## src/rtl/pipe_stage_reg.sv

```systemverilog
// Inter-stage PC/IR pipeline register with valid/ready handshake, optional
// two-entry skid buffer, synchronous flush and a saturating stall counter.
module pipe_stage_reg #(
  parameter int                  PC_WIDTH  = 32,
  parameter int                  IR_WIDTH  = 32,
  parameter logic [IR_WIDTH-1:0] NOP       = '0,
  parameter bit                  SKID      = 1'b1,
  parameter int                  CNT_WIDTH = 16
) (
  input  logic                 clk,
  input  logic                 reset,
  input  logic                 in_valid,
  output logic                 in_ready,
  input  logic [PC_WIDTH-1:0]  in_PC,
  input  logic [IR_WIDTH-1:0]  in_IR,
  input  logic                 flush,
  output logic                 out_valid,
  input  logic                 out_ready,
  output logic [PC_WIDTH-1:0]  out_PC,
  output logic [IR_WIDTH-1:0]  out_IR,
  output logic [CNT_WIDTH-1:0] stall_count
);

  logic                 m_vld_q, m_vld_d;
  logic [PC_WIDTH-1:0]  m_pc_q,  m_pc_d;
  logic [IR_WIDTH-1:0]  m_ir_q,  m_ir_d;
  logic                 s_vld_q, s_vld_d;
  logic [PC_WIDTH-1:0]  s_pc_q,  s_pc_d;
  logic [IR_WIDTH-1:0]  s_ir_q,  s_ir_d;
  logic [CNT_WIDTH-1:0] cnt_q,   cnt_d;
  logic                 accept;

  // In skid mode in_ready depends only on a flop, cutting the out_ready->in_ready path.
  assign in_ready = SKID ? !s_vld_q : (!m_vld_q || out_ready);
  assign accept   = in_valid && in_ready;

  always_comb begin
    m_vld_d = m_vld_q;
    m_pc_d  = m_pc_q;
    m_ir_d  = m_ir_q;
    s_vld_d = s_vld_q;
    s_pc_d  = s_pc_q;
    s_ir_d  = s_ir_q;
    if (flush) begin
      m_vld_d = 1'b0;
      s_vld_d = 1'b0;
    end else if (SKID) begin
      if (s_vld_q) begin
        // Both full: in_ready is low, so only a drain moves S into M.
        if (out_ready) begin
          m_vld_d = 1'b1;
          m_pc_d  = s_pc_q;
          m_ir_d  = s_ir_q;
          s_vld_d = 1'b0;
        end
      end else if (!m_vld_q || out_ready) begin
        m_vld_d = accept;
        if (accept) begin
          m_pc_d = in_PC;
          m_ir_d = in_IR;
        end
      end else if (accept) begin
        s_vld_d = 1'b1;
        s_pc_d  = in_PC;
        s_ir_d  = in_IR;
      end
    end else begin
      if (accept) begin
        m_vld_d = 1'b1;
        m_pc_d  = in_PC;
        m_ir_d  = in_IR;
      end else if (out_ready) begin
        m_vld_d = 1'b0;
      end
    end
    if (!SKID) s_vld_d = 1'b0;
  end

  always_comb begin
    cnt_d = cnt_q;
    if (m_vld_q && !out_ready && !(&cnt_q)) cnt_d = cnt_q + 1'b1;
  end

  always_ff @(posedge clk or posedge reset) begin
    if (reset) begin
      m_vld_q <= 1'b0;
      m_pc_q  <= '0;
      m_ir_q  <= '0;
      s_vld_q <= 1'b0;
      s_pc_q  <= '0;
      s_ir_q  <= '0;
      cnt_q   <= '0;
    end else begin
      m_vld_q <= m_vld_d;
      m_pc_q  <= m_pc_d;
      m_ir_q  <= m_ir_d;
      s_vld_q <= s_vld_d;
      s_pc_q  <= s_pc_d;
      s_ir_q  <= s_ir_d;
      cnt_q   <= cnt_d;
    end
  end

  assign out_valid   = m_vld_q;
  assign out_PC      = m_vld_q ? m_pc_q : '0;
  assign out_IR      = m_vld_q ? m_ir_q : NOP;
  assign stall_count = cnt_q;

endmodule

```

## config.mk

```make
export PLATFORM = sky130hd
export DESIGN_NAME = pipe_stage_reg
export DESIGN_NICKNAME = d
export VERILOG_FILES = /design/src/rtl/pipe_stage_reg.sv
export SDC_FILE = /design/constraint.sdc
export NUM_CORES = 1
export LEC_CHECK = 0
export CORE_MARGIN = 4
export CORE_UTILIZATION = 40
export CTS_CLUSTER_SIZE = 16
export DETAILED_ROUTE_END_ITERATION = 10
export HOLD_SLACK_MARGIN = 0.03
export PLACE_DENSITY_LB_ADDON = 0.12
export SLEW_MARGIN = 20
export SYNTH_ARGS = -nofsm -noshare
export SYNTH_HDL_FRONTEND = slang
export SYNTH_SLANG_ARGS = --single-unit
```

## constraint.sdc

```tcl
create_clock -name clk -period 4.7 [get_ports clk]
set_input_delay 0.94 -clock clk [delete_from_list [all_inputs] [get_ports clk]]
set_output_delay 0.94 -clock clk [all_outputs]
set_load 0.02 [all_outputs]
```

# ---- After elaboration in Yosys (flattened, before gate mapping)
# Index checks and enable logic that the tools add are counted.
dict set report word_totals {
  word_cells 47
  register_bits 146
}
dict set report op_classes {
  reduce_logical 15
  addsub 1
  muxes 19
  n_bitwise 3
  eq_ne 2
}
# operator n
set ops {}
lappend ops {{32-bit 2-to-1 mux} 10}
lappend ops {{16-bit by 1-bit adder with 16-bit output (second input constant)} 1}
lappend ops {{16-bit AND reduction} 1}
lappend ops {{1-bit 2-to-1 mux} 9}
lappend ops {{4-bit AND reduction} 2}
lappend ops {{1-bit logical NOT} 4}
lappend ops {{2-bit nonzero test} 2}
lappend ops {{1-bit logical AND} 3}
lappend ops {{3-bit inequality test (second input constant)} 1}
lappend ops {{1-bit NOT} 3}
lappend ops {{3-bit nonzero test} 1}
lappend ops {{2-bit inequality test (second input constant)} 1}
lappend ops {{2-bit AND reduction} 1}
lappend ops {{1-bit logical OR} 1}

# ---- Longest topological paths before layout
# Gate-level depths: netlist of run 1.
dict set report depth {
  word_depth 6
  ltp_mapped 8
  ltp_nobuf 5
}

# ---- Worst setup path before layout of run 1
# OpenSTA, ideal clock, no wires.
dict set report synth_timing {
  path_kind {input-to-reg}
  startpoint {input port out_ready}
  endpoint {register s_ir_q[3]}
  path_buffers 1
  cell_stages 4
  path_slack_ns 2.511
  t_arrival_ns 2.064
  setup_time_ns 0.125
  t_required_ns 4.575
  cell_sequence {nand2b_1 -> nor3_4 -> buf_6 -> mux2_2}
}
dict set report synth_via {
  elab_chain_cells 3
}
# element line_no
set synth_rtl {}
lappend synth_rtl {{from (decl)} 18} ;# input logic out_ready,
lappend synth_rtl {{1-bit logical OR} 56} ;# end else if (!m_vld_q || out_ready) begin
lappend synth_rtl {{1-bit NOT (no source line)} --}
lappend synth_rtl {{4-bit AND reduction (no source line)} --}
lappend synth_rtl {{to (signal assigned)} 99} ;# s_ir_q <= s_ir_d;
lappend synth_rtl {{to (decl)} 29} ;# logic [IR_WIDTH-1:0] s_ir_q, s_ir_d;
# No other way between the ends.
# A chain may end at the register's enable or synchronous reset.

# ---- Worst setup path in the final report of run 1
dict set report layout_timing {
  startpoint {register m_vld_q (netlist: out_valid)}
  endpoint {output port out_IR[21]}
}
dict set report layout_via {
  elab_chain_cells 1
}
# element line_no
set layout_rtl {}
lappend layout_rtl {{from (decl)} 24} ;# logic m_vld_q, m_vld_d;
lappend layout_rtl {{from (signal assigned)} 94} ;# m_vld_q <= m_vld_d;
lappend layout_rtl {{32-bit 2-to-1 mux} 106} ;# assign out_IR = m_vld_q ? m_ir_q : NOP;
lappend layout_rtl {{to (decl)} 20} ;# output logic [IR_WIDTH-1:0] out_IR,
# No other way between the ends.

==> flow_metrics.tcl, run 1 <==
set metrics [dict create \
    status "complete, no violations" \
    cts_buffer_depth 2 \
    grt_start_max_net_pins 147 \
    postCtsSetupRepairBufs 0 \
    critical_path_class "register to output pin" \
    synth_edf_count 0 \
    powerDensity_nw_per_um2 410 \
    hold_path.class "register to register" \
    cts_hold_buf 0 \
    clk_latency_ps 410 \
    relSlewSlack 0.352 \
    clock_skew_ps 7.04 \
    drc 0 \
    leakagePower_nw 3.71 \
    grt_setup_unrepaired "no" \
    viasPerCell 4.89 \
    start_kind "register" \
    antenna_found_initial 0 \
    fp-row-count 46 \
    async_flop_share 1.00 \
    drtIter0Drc 156 \
    clock-sinks 146 \
    synth.cell_area_sq_um 6650 \
    power_mw 3.65 \
    drtAntennaViolNets 0 \
    syn_nets 640 \
    final_common_cell "clkdlybuf4s50_1" \
    numCtsBuffers 17 \
    grt_pass1_wl_microns 24600 \
    ys_warn_count 0 \
    htreeDepth 4 \
    firstDrtPassIters 5 \
    grt_overflow 0 \
    synth_ff_type "dfrtp_1" \
    timing.critical_path.required_ps 3760 \
    yosys_register_bits 146 \
    setup_viol 0 \
    cts_tree "done" \
    antennaDiodeCount 0 \
    peakVddDrop_mv 0.228 \
    maxCapViolations 0 \
    dp_hpwl_microns 9880 \
    rrSetupSlack_ps 2110 \
    die-area_sq_um 18800 \
    period_share 0.653 \
    grt_usage 0.167 \
    worstSetupEndpointType "output pin" \
    wire_per_inst_microns 16.0 \
    clock.fmax_mhz 326 \
    fin_nets 780 \
    period_needed_ps 3070 \
    drive_gt1_frac 0.148 \
    die-height_microns 137 \
    cts.clk_slew.worst_paths_ps 60 \
    io_pins 151 \
    core_area_sq_um 16100 \
    layout_common_cells "clkdlybuf4s50_1, dfrtp_1, nand2_1, o21ai_0, and2_1" \
    num_vias 4589 \
    synth.distinct_cells 39 \
    maxSlewViolCount 0 \
    cts_resized 0 \
    tns_ps 0 \
    place_area_sq_um 8320 \
    synthCells 570 \
    area_growth_pct 33.9 \
    die_w_microns 137 \
    initial_core_util 0.413 \
    numPortBuffers 150 \
    fin_area_sq_um 8910 \
    worst_pin_slew_ps 972 \
    avgSynthCellArea_sq_um 11.7 \
    place.gp.congestion 0.746 \
    clockRootBuffer "clkbuf_16" \
    arrival_ps 2130 \
    grt_pass1_vias 4899 \
    path_max_fanout 68 \
    wl_microns 15000 \
    seq_area_frac_synth 0.549 \
    hold_viol 0 \
]
-- state kept, by name (all words and copies together), names as in the netlist --
register     flops
m_ir_q          32
stall_count     16
s_vld_q          1
out_valid        1
s_ir_q          32
s_pc_q          32
m_pc_q          32
-- area by class of cell --
class | instances | area (sq um)
fill | 1388 | 7210
sequential | 146 | 3660
multi-input combinational | 384 | 2810
timing repair buffer | 157 | 1570
clock buffer | 19 | 443
tap | 216 | 270
clock inverter | 12 | 140
inverter | 4 | 18.8
-- through the flow --
stage	utilization	setup WS, ps	hold slack [ps]	cells
final	0.553	1630	474	938
after global routing	0.553	1490	485	938
after CTS	0.553	1300	475	938
after detailed placement	0.516	1480	462	907
after global placement	0.516	1550	453	907
after floorplan	-	1930	442	570
-- per-layer routing --
metal | global-route usage | up-vias | part of all wire
met4 | 0.0471 | 0 | 0.010
li1 | - | 2234 | -
met3 | 0.0522 | 14 | 0.059
met5 | 0 | - | 0
met2 | 0.265 | 98 | 0.47
met1 | 0.222 | 2243 | 0.46
-- critical path, cell delays in order, from the launching register on --
cell             delay (ps)
dfrtp_4                 820
and2_1                  270
clkdlybuf4s50_1         620
-- kinds of logic after synthesis --
kind of cell / share of synthesized area
AND/OR/NAND/NOR: 0.137
flip-flops: 0.549
multiplexers: 0.207
AO/OA/AOI/OAI: 0.0551
buffers and inverters: 0.0312
XOR/XNOR: 0.0184
adder cells (fa/ha/maj): 0.00188
-- Yosys cell counts, drive strengths merged, types with 2 or more instances --
cell type    n  share of area
dfrtp      146           0.55
clkbuf      19          0.011
and2        65          0.061
xnor2        4         0.0053
mux2        65           0.11
nor4         2         0.0041
and4         4         0.0053
xor2        10          0.013
nor3         7         0.0077
a21oi        2         0.0015
nor3b        2         0.0023
nand2       71          0.040
nor2         5         0.0032
buf         17          0.018
inv          4         0.0023
nand3        3         0.0023
nand4        4         0.0047
o21ai       65          0.049
mux2i       64          0.096
-- where the power goes --
part | switching, mW | internal [mW] | total [mW] | leakage [nW]
clock network | 0.496 | 0.838 | 1.33 | 0.288
logic | 0.289 | 0.358 | 0.647 | 1.61
registers | 0.156 | 1.52 | 1.67 | 1.82
total | 0.941 | 2.71 | 3.65 | 3.71
-- worst paths after layout --
path | from | endpoint | cells after the start
worst max-delay path | out_valid | out_IR[21] | 2
worst min-delay path | m_pc_q[23] | m_pc_q[23] | 2
worst max register to register | out_valid | m_pc_q[0] | 4
worst min register to register | m_pc_q[23] | m_pc_q[23] | 2
max in group asynchronous | reset | s_vld_q | 3
min in group asynchronous | reset | stall_count[9] | 3
(Power assumes the default switching activity.)
==> run 2: changes to the inputs <==
clock period = 2.62 ns   (was 4.7 ns; I/O delays follow)
==> run 2 against run 1 <==
  * Combinational power up 84%
  * Hold slack got worse by 2.4 ps
  * Worst setup slack worse by 1400 ps
  * Largest cell class unchanged
  * Highest routed layer unchanged
==> flow_metrics.tcl, run 2 (same netlist as run 1, synthesis figures left out) <==
set metrics [dict create \
    area_growth_pct 35.8 \
    rrSetupSlack_ps 710 \
    relSlewSlack 0.588 \
    die-area_sq_um 18800 \
    period_needed_ps 2390 \
    grt_usage 0.168 \
    rr_worst_depth 5 \
    drtIter0Drc 197 \
    hold_path.class "register to register" \
    clk_latency_ps 420 \
    antennaDiodeCount 0 \
    dp_hpwl_microns 9990 \
    wire_per_inst_microns 16.1 \
    place.gp.congestion 0.788 \
    maxSlewViolCount 0 \
    maxCapViolations 0 \
    arrival_ps 1870 \
    die_w_microns 137 \
    slowest_stage "clkdlybuf4s50_1" \
    timing.critical_path.required_ps 2100 \
    status "complete, no violations" \
    critPathMaxStageDelay_ps 620 \
    path_max_fanout 68 \
    fp-row-count 46 \
    min_path_cells 2 \
    period_share 0.914 \
    grt_start_max_net_pins 129 \
    firstDrtPassIters 4 \
    powerDensity_nw_per_um2 742 \
    cts.clk_slew.worst_paths_ps 60 \
    worstPathCellList "buf_12 -> and2_1 -> clkdlybuf4s50_1" \
    cts_tree "done" \
    antenna_found_initial 0 \
    htreeDepth 4 \
    worst_pin_slew_ps 613 \
    grt_pass1_wl_microns 24600 \
    final_common_cell "clkdlybuf4s50_1" \
    drtAntennaViolNets 0 \
    num_vias 4608 \
    dp_slack_ps 222 \
    r2r_end "s_ir_q[15]" \
    drive_gt1_frac 0.153 \
    core_area_sq_um 16100 \
    numCtsBuffers 17 \
    fillers 1367 \
    drc 0 \
    clock.fmax_mhz 418 \
    layout_common_cells "clkdlybuf4s50_1, dfrtp_1, nand2_1, o21ai_0, and2_1" \
    critical_path_class "register to output pin" \
    grt_pass1_vias 4884 \
    clock-sinks 146 \
    initial_core_util 0.413 \
    start_kind "register" \
    hold_start "m_pc_q[26]" \
    cts_buffer_depth 2 \
    peakVddDrop_mv 0.518 \
    io_pins 151 \
    clock_skew_ps 10.5 \
    cts_resized 0 \
    die-height_microns 137 \
    worstSetupEndpointType "output pin" \
    viasPerCell 4.90 \
    tns_ps 0 \
    numPortBuffers 150 \
    hold_viol 0 \
    fin_nets 782 \
    clockRootBuffer "clkbuf_16" \
    grt_overflow 0 \
    cts_hold_buf 0 \
    worstReg2RegStart "s_vld_q" \
    min_to "m_pc_q[26]" \
    postCtsSetupRepairBufs 0 \
    leakagePower_nw 3.77 \
    grt_setup_unrepaired "no" \
    fin_ws_ps 226 \
    wl_microns 15100 \
    setup_viol 0 \
]
-- run 2: cell types whose count changed in the layout (fill, tap and decap cells not counted), sizes merged --
cell    change
buf         +2
clkbuf      +4
clkinv      -3
-- run 2: power by group --
part           leakage [nW]  switching (mW)  internal (mW)  total, mW
Clock                 0.311           0.894           1.64       2.54
Combinational          1.64           0.538          0.651       1.19
Sequential             1.82           0.258           2.72       2.98
Total                  3.77            1.69           5.01       6.70
-- run 2: how the worst max path moves through the flow --
stage,start,end,slack (ps),depth (start not counted)
global placement,out_ready,s_ir_q[6],270,5
global route,out_valid,out_IR[20],110,3
CTS,out_valid,out_IR[21],180,3
floorplan,reset,m_ir_q[0],260,1
detailed placement,out_ready,s_ir_q[15],220,5
finish,out_valid,out_IR[15],230,3
-- run 2: per-layer routing --
metal,part of all wire,GRT usage,up-vias
li1,-,-,2233
met1,0.47,0.225,2255
met4,0.012,0.0554,0
met2,0.46,0.261,107
met5,0,0,-
met3,0.055,0.0496,13
-- run 2: critical path, delay by kind of cell (launching register included) --
family / cells / cell delay (ps)
buffers and inverters: 2 / 880
DFF: 1 / 370
and+or+nand+nor: 1 / 210
-- run 2: final cells by class --
type	instances	area, sq um	area share
well taps	216	270	0.0299
multi-input cells	384	2810	0.311
inverters	4	18.8	0.00208
clock buffers	23	508	0.0562
repair buffers	159	1640	0.182
flip-flops and latches	146	3660	0.405
clock inverters	9	125	0.0139
-- run 2: through the flow --
| stage | power [mW] | area, sq um | cells | util | hold WS, ps |
|---|---|---|---|---|---|
| 5_1_grt | 7.06 | 9030 | 941 | 0.561 | 493 |
| 6_report | 6.70 | 9030 | 941 | 0.561 | 471 |
| 3_3_place_gp | 4.16 | 8400 | 909 | 0.521 | 456 |
| 4_1_cts | 6.80 | 9030 | 941 | 0.561 | 476 |
| 2_1_floorplan | 3.68 | 6660 | 570 | - | 442 |
| 3_5_place_dp | 4.23 | 8400 | 909 | 0.521 | 464 |
==> run 3: changes to the inputs <==
CAP_MARGIN = 20   (was not set)
CTS_CLUSTER_DIAMETER = 30   (was not set)
clock period = 3.08 ns   (was 2.62 ns; I/O delays follow)
==> run 3 against run 2 <==
  * Sequential power fell by 15%
  * Register-to-register slack improved by 130 ps
  * Power fell by 17%
  * Die area did not move
  * Clock power fell by 22%
  * Core utilization fell by 0.26 points
  * Combinational power fell by 15%
  * Sequential share of layout area rose by 0.19 points
==> flow_metrics.tcl, run 3 (same netlist as run 1, synthesis figures left out) <==
set metrics [dict create \
    status "complete, no violations" \
    wl_microns 15200 \
    htreeDepth 4 \
    initial_core_util 0.413 \
    slowest_stage "dfrtp_2" \
    fin_nets 784 \
    clkPwrFrac 0.360 \
    period_needed_ps 2760 \
    place.gp.congestion 0.807 \
    worstPathCellList "buf_12 -> and2_1 -> clkdlybuf4s50_1" \
    numPortBuffers 150 \
    die_w_microns 137 \
    cts_tree "done" \
    fin_ws_ps 319 \
    hold_ws_ps 469 \
    arrival_ps 2150 \
    place_area_sq_um 8420 \
    fin_area_sq_um 8990 \
    seq_power_share 0.458 \
    clk_latency_ps 410 \
    final_cell_count_no_fill 943 \
    antennaDiodeCount 0 \
    postCtsSetupRepairBufs 0 \
    clock-sinks 146 \
    cts_buffer_depth 2 \
    clock.fmax_mhz 362 \
    critPathTopFamily "buffers and inverters" \
    clock_skew_ps 6.25 \
    worstSetupEndpointType "output pin" \
    netSwitchingFraction 0.264 \
    leakagePower_nw 3.76 \
    timing.critical_path.required_ps 2460 \
    critPathMaxStageDelay_ps 650 \
    peakVddDrop_mv 0.363 \
    maxSlewViolCount 0 \
    start_kind "register" \
    dp_cells 911 \
    grt_pass1_vias 4871 \
    cts_hold_buf 0 \
    powerDensity_nw_per_um2 616 \
    drtIter0Drc 177 \
    multi_input_area_sq_um 2810 \
    core_area_sq_um 16100 \
    grt_usage 0.169 \
    numCtsBuffers 17 \
    firstDrtPassIters 4 \
    power.switching_mw 1.46 \
    maxCapViolations 0 \
    die-height_microns 137 \
    power_mw 5.54 \
    num_vias 4640 \
    drc 0 \
    layout_common_cells "clkdlybuf4s50_1, dfrtp_1, nand2_1, o21ai_0, and2_1" \
    final_common_cell "clkdlybuf4s50_1" \
    fin_util 0.558 \
    viasPerCell 4.92 \
    critical_path_buf_inv_count 2 \
    cts_resized 0 \
    combPwrFrac 0.182 \
    fp-row-count 46 \
    grt_pass1_wl_microns 24700 \
    grt_start_max_net_pins 63 \
    wire_per_inst_microns 16.2 \
    path_max_fanout 41 \
    dp_hpwl_microns 10300 \
    area_growth_pct 35.2 \
    die-area_sq_um 18800 \
    cts.clk_slew.worst_paths_ps 60 \
    seq_area_sq_um 3660 \
    io_pins 151 \
    hold_viol 0 \
    drtAntennaViolNets 0 \
    worst_pin_slew_ps 813 \
    antenna_found_initial 1 \
    setup_viol 0 \
    relSlewSlack 0.458 \
    drive_gt1_frac 0.155 \
    grt_overflow 0 \
    tns_ps 0 \
    internal_power_mw 4.08 \
    hold_path.class "register to register" \
    dp_slack_ps 557 \
    critical_path_class "register to output pin" \
    fillers 1387 \
    clockRootBuffer "clkbuf_16" \
    grt_setup_unrepaired "no" \
    period_share 0.896 \
]
## run 3: path summary, 6_finish.rpt
kind	from	to	slack, ps	cells after the start
max	out_valid	out_PC[29]	320	3
max reg2reg	s_vld_q	m_pc_q[0]	840	4
min reg2reg	m_pc_q[7]	m_pc_q[7]	470	2
min	m_pc_q[7]	m_pc_q[7]	470	2
min in group asynchronous	reset	m_ir_q[22]	650	2
max in group asynchronous	reset	m_ir_q[15]	1700	3
## run 3: final cells by class
class / count / area share
well taps: 216 / 0.0301
flip-flops and latches: 146 / 0.407
inverters: 4 / 0.00209
repair buffers: 161 / 0.184
multi-input cells: 384 / 0.312
clock buffers: 18 / 0.0488
clock inverters: 14 / 0.0153
## run 3: routing by layer
layer | GRT usage | wire length (microns)
met1 | 0.217 | 6780
met2 | 0.272 | 7310
met3 | 0.0493 | 860
met4 | 0.0565 | 264
met5 | 0 | 18
## run 3: power groups by stage
stage,combinational [mW],sequential (mW),clock [mW]
detailed placement,1.03,2.58,0
CTS,1.03,2.54,2.06
global placement,0.994,2.55,0
global route,1.12,2.60,2.13
floorplan,0.594,2.54,0
finish,1.01,2.54,1.99
## run 3: worst min-delay path, cell delays in order (launching register included)
cell and delay [ps]:
dfrtp_1 330, nand2_1 40, o21ai_0 60
